==> src/rtl/prog_loader.sv <==
// Boot loader for the 4-bit CPU: takes a length/data/checksum nibble stream, writes
// assembled instruction words to memory, and releases the CPU only after a good checksum.
module prog_loader #(
    parameter int WORD_W = 8
) (
    input  logic              clk,
    input  logic              reset,
    input  logic              load_start,
    input  logic              rx_valid,
    input  logic [3:0]        rx_data,
    output logic              rx_ready,
    output logic              mem_we,
    output logic [3:0]        mem_addr,
    output logic [WORD_W-1:0] mem_wdata,
    output logic              cpu_reset,
    output logic              done,
    output logic              err
);

    localparam int NPW   = WORD_W / 4;
    localparam int NIB_W = (NPW > 1) ? $clog2(NPW) : 1;

    localparam logic [2:0] S_IDLE  = 3'd0;
    localparam logic [2:0] S_LEN   = 3'd1;
    localparam logic [2:0] S_LOAD  = 3'd2;
    localparam logic [2:0] S_CHECK = 3'd3;
    localparam logic [2:0] S_DONE  = 3'd4;
    localparam logic [2:0] S_ERROR = 3'd5;

    logic [2:0]        state;
    logic [3:0]        acc;
    logic [3:0]        len_m1;
    logic [3:0]        word_idx;
    logic [NIB_W-1:0]  nib_idx;
    logic [WORD_W-1:0] shreg;
    logic [WORD_W-1:0] word_next;
    logic              xfer;

    always_comb begin
        xfer      = rx_valid && rx_ready;
        word_next = WORD_W'({shreg, rx_data});
    end

    // len_m1 holds N-1 so that N=0 (16 words) naturally ends on word index 15
    always_ff @(posedge clk or posedge reset) begin
        if (reset) begin
            state     <= S_IDLE;
            rx_ready  <= 1'b0;
            mem_we    <= 1'b0;
            mem_addr  <= '0;
            mem_wdata <= '0;
            cpu_reset <= 1'b1;
            done      <= 1'b0;
            err       <= 1'b0;
            acc       <= '0;
            len_m1    <= '0;
            word_idx  <= '0;
            nib_idx   <= '0;
            shreg     <= '0;
        end else begin
            mem_we <= 1'b0;
            case (state)
                S_IDLE, S_DONE, S_ERROR: begin
                    if (load_start) begin
                        state     <= S_LEN;
                        rx_ready  <= 1'b1;
                        acc       <= '0;
                        word_idx  <= '0;
                        mem_addr  <= '0;
                        nib_idx   <= '0;
                        done      <= 1'b0;
                        err       <= 1'b0;
                        cpu_reset <= 1'b1;
                    end
                end
                S_LEN: begin
                    if (xfer) begin
                        acc    <= rx_data;
                        len_m1 <= rx_data - 4'd1;
                        state  <= S_LOAD;
                    end
                end
                S_LOAD: begin
                    if (xfer) begin
                        shreg <= word_next;
                        acc   <= acc + rx_data;
                        if (nib_idx == NIB_W'(NPW - 1)) begin
                            nib_idx   <= '0;
                            mem_we    <= 1'b1;
                            mem_addr  <= word_idx;
                            mem_wdata <= word_next;
                            word_idx  <= word_idx + 4'd1;
                            if (word_idx == len_m1) begin
                                state <= S_CHECK;
                            end
                        end else begin
                            nib_idx <= nib_idx + 1'b1;
                        end
                    end
                end
                S_CHECK: begin
                    if (xfer) begin
                        rx_ready <= 1'b0;
                        if (rx_data == acc) begin
                            state     <= S_DONE;
                            done      <= 1'b1;
                            cpu_reset <= 1'b0;
                        end else begin
                            state <= S_ERROR;
                            err   <= 1'b1;
                        end
                    end
                end
                default: state <= S_IDLE;
            endcase
        end
    end

endmodule
==> config.mk <==
export PLATFORM = sky130hd
export DESIGN_NAME = prog_loader
export DESIGN_NICKNAME = d
export VERILOG_FILES = /design/src/rtl/prog_loader.sv
export SDC_FILE = /design/constraint.sdc
export NUM_CORES = 1
export LEC_CHECK = 0
export CORE_ASPECT_RATIO = 1.4
export CORE_MARGIN = 2
export CORE_UTILIZATION = 50
export CTS_BUF_LIST = sky130_fd_sc_hd__clkbuf_8
export CTS_CLUSTER_SIZE = 8
export DETAILED_ROUTE_END_ITERATION = 8
export PLACE_DENSITY = 0.76
export SYNTH_ARGS = -nofsm -noshare
export SYNTH_HDL_FRONTEND = slang
export SYNTH_SLANG_ARGS = --single-unit
==> constraint.sdc <==
create_clock -name clk -period 1.7 [get_ports clk]
set_clock_uncertainty 0.15 [all_clocks]
set_input_delay 0.255 -clock clk [delete_from_list [all_inputs] [get_ports clk]]
set_output_delay 0.255 -clock clk [all_outputs]
set_load 0.05 [all_outputs]
==> flow_summary.yaml <==
synthesis:
  synth.cell_area_sq_mm: 0.00189
  synth_flop_cell: "dfrtp_1"
  synth_simple_gate_area_share_pct: 14.2
  synth_edf_count: 0
  synthDominantAreaCellType: "dfrtp_1"
  synth_common_cells: "dfrtp_1, nand2_1, o21ai_0"
  postSynthAreaPerCell_sq_um: 11.0
  synth.yosys.seq_area_share_pct: 49.2
  async_flop_share_pct: 100
  netlist_instances: 171
  synth_top_family_by_area: "simple AND/OR/NAND/NOR gates"
  synth.ff_latch_count: 37
  synth_most_common_cell: "dfrtp_1"
  synth-adder-area-share_pct: 4.38
  synth_compound_area_share_pct: 13.8
  cell_types_occupying_the_most_area_after_synthesis: "dfrtp_1, mux2_4, mux2_2, nand2_1, ha_1"
  synth-xor-area-share_pct: 4.18
  ys_types: 46
  synthMuxAreaShare_pct: 11.1
  synth_top_cell_area_share_pct: 47.8
  ys.warnings.count: 0
  mappedNetlistNets: 185
sta:
  grt_setup_unrepaired: "true"
  final_max_slew_viol_count: 0
  timing.final.setup_violations: 7
  max_freq_mhz: 547
  final_period_util_pct: 108
  setup_slack_ps: -128
  post-route-min-period_ps: 1830
  max_slew_margin_pct: 82.7
  worstMarginPinSlew_ps: 256
  hold-worst-slack_ps: 154
  timing.final.hold_violations: 0
worst_setup_path:
  timing.critical_path.from_type: "flop"
  critical_path.max_fanout: 2
  timing.critical_path.to_type: "flop"
  worst-endpoint-required_ps: 1730
  critical_path_arrival_ps: 1860
  crit_type: "flop to flop"
  worst-r2r-setup-slack_ps: -130
die:
  floorplan.core_area_sq_mm: 0.00364
  die_area_sq_mm: 0.00429
  num_io_pins: 25
  start_util_pct: 51.8
  fp.dieW_microns: 55.9
  die-height_microns: 76.7
  fp-row-count: 26
finish:
  final_net_count: 249
  area_growth_pct: 45.1
  finalInstanceArea_sq_mm: 0.00274
  finalNonFillerCells: 278
  final_layout_size_suffix_gt1_share_pct: 44.9
  diodes: 0
global_route:
  grt_remaining_overflow: 0
  grt_max_degree: 21
  grt_first_pass_wirelength_mm: 7.79
  first_global_vias: 1683
  antenna_found_initial: 0
  track_usage_pct: 22.8
route:
  via_cell_ratio: 5.98
  dr_total_vias: 1662
  routed_wire_length_per_instance_microns: 18.2
  detailedRoute.firstIterationViolations: 50
  routed_wirelength_mm: 5.06
  drt.antenna.violating_nets: 0
  drc_errors_left: 0
  first_pass_iters: 4
clock_network:
  clock_insertion_delay_worst_skew_ps: 300
  cts-buffers-inserted: 5
  clock_tree.root_cell: "clkbuf_8"
  cts_hold_buf: 0
  htree_levels: 2
  clk_transition_reported_paths_ps: 80
  clkSinkCount: 37
  tritoncts: "yes"
  clock_path_buffers: 2
placement:
  place_area_sq_mm: 0.00237
  io_buffers: 24
  hpwl_mm: 3.21
  post-place-cells: 261
  routability_cong: 0.926
  placement.setup.worst_slack_ps: -588
power:
  vdd.ir_drop.worst_v: 0.000711
  pwr_density_cell_mw_per_mm2: 670
  p_leak_nw: 1.35
outcome:
  status: "finished, violations left"
  violated_checks: "negative setup slack"
flow_run:
  max-cap-violations: 0
min_path:
  min-delay-path-class: "input pin to async pin"
[cell type report]
type                    instances  area [sq um]
clock buffers                   6          82.6
well taps                      42          52.6
fillers                       239           908
clock inverters                 2          37.5
inverters                      10          37.5
flip-flops and latches         37           928
multi-input cells             119          1050
repair buffers                 62           546
[power by group]
group	total, mW	switching (mW)	internal, mW
sequential	0.882	0.00166	0.881
combinational	0.137	0.0764	0.0609
clock	0.814	0.336	0.477
total	1.83	0.415	1.42
[cells in the final DEF (no fill, tap or decap), types with 3 or more instances in the layout]
cell and count:
buf_4 45, dfrtp_1 35, nand2_1 16, mux2_4 14, inv_1 8, o21ai_0 8
buf_6 7, nor2_1 6, xnor2_1 6, clkbuf_8 6, a22o_1 5, o21ai_1 4
nand2b_1 3, nor3_1 3, nand3_1 3, xor2_1 3, clkdlybuf4s50_1 3, dlygate4sd2_1 3
buf_12 3
[metrics by stage]
step                      total power, mW  TNS, ps  util, %
after floorplan                     0.952    -24.5        -
after global placement               1.01    -9750     65.2
after detailed placement             1.02   -10750     65.2
after CTS                            1.82     -524     71.1
after global routing                 1.88     -938     75.1
final                                1.83     -325     75.1
[final timing paths]
kind / from / to / depth (start not counted)
min in group clk: rx_valid / rx_ready / 4
setup reg to reg: acc[0] / acc[2] / 7
hold / removal: reset / word_idx[3] / 3
max in group asynchronous: reset / cpu_reset / 3
setup / recovery: acc[0] / acc[2] / 7
hold reg to reg: len_m1[1] / len_m1[1] / 2
[state kept, by name (all words and copies together) (netlist names), 3 cells and up]
name	flops
mem_addr	4
shreg	4
word_idx	4
acc	4
mem_wdata	8
len_m1	4
state	3
[what timing repair did]
item	4_1_cts	5_1_grt
endpoints found under the setup margin	21	26
endpoints found under the hold margin	0	0
setup buffers	2	7
gates cloned	0	0
resized for setup	21	26
pin swaps	9	16
[layer usage]
layer | GRT usage [%] | vias up | wire length [microns]
met1 | 26.1 | 839 | 1910
met5 | 0 | - | 0
met2 | 39.5 | 74 | 2680
li1 | - | 730 | -
met4 | 11.0 | 0 | 177
met3 | 5.23 | 19 | 288
[logic make-up (layout without fill, tap and decap cells)]
kind of cell / after synthesis / in the layout
AO/OA/AOI/OAI: 38 / 38
XOR/XNOR: 9 / 9
adder cells (fa/ha/maj): 6 / 6
buffers and inverters: 15 / 80
flip-flops: 37 / 37
multiplexers: 16 / 16
AND/OR/NAND/NOR: 50 / 50
[worst max-delay path, stage by stage (launching register included)]
cell and delay [ps]:
dfrtp_1 370, ha_2 210, inv_2 40, fa_2 330, xnor2_1 130, a22oi_1 160
nor2_1 70, mux2_2 260
Note: power is estimated with default switching activity, not from simulation.
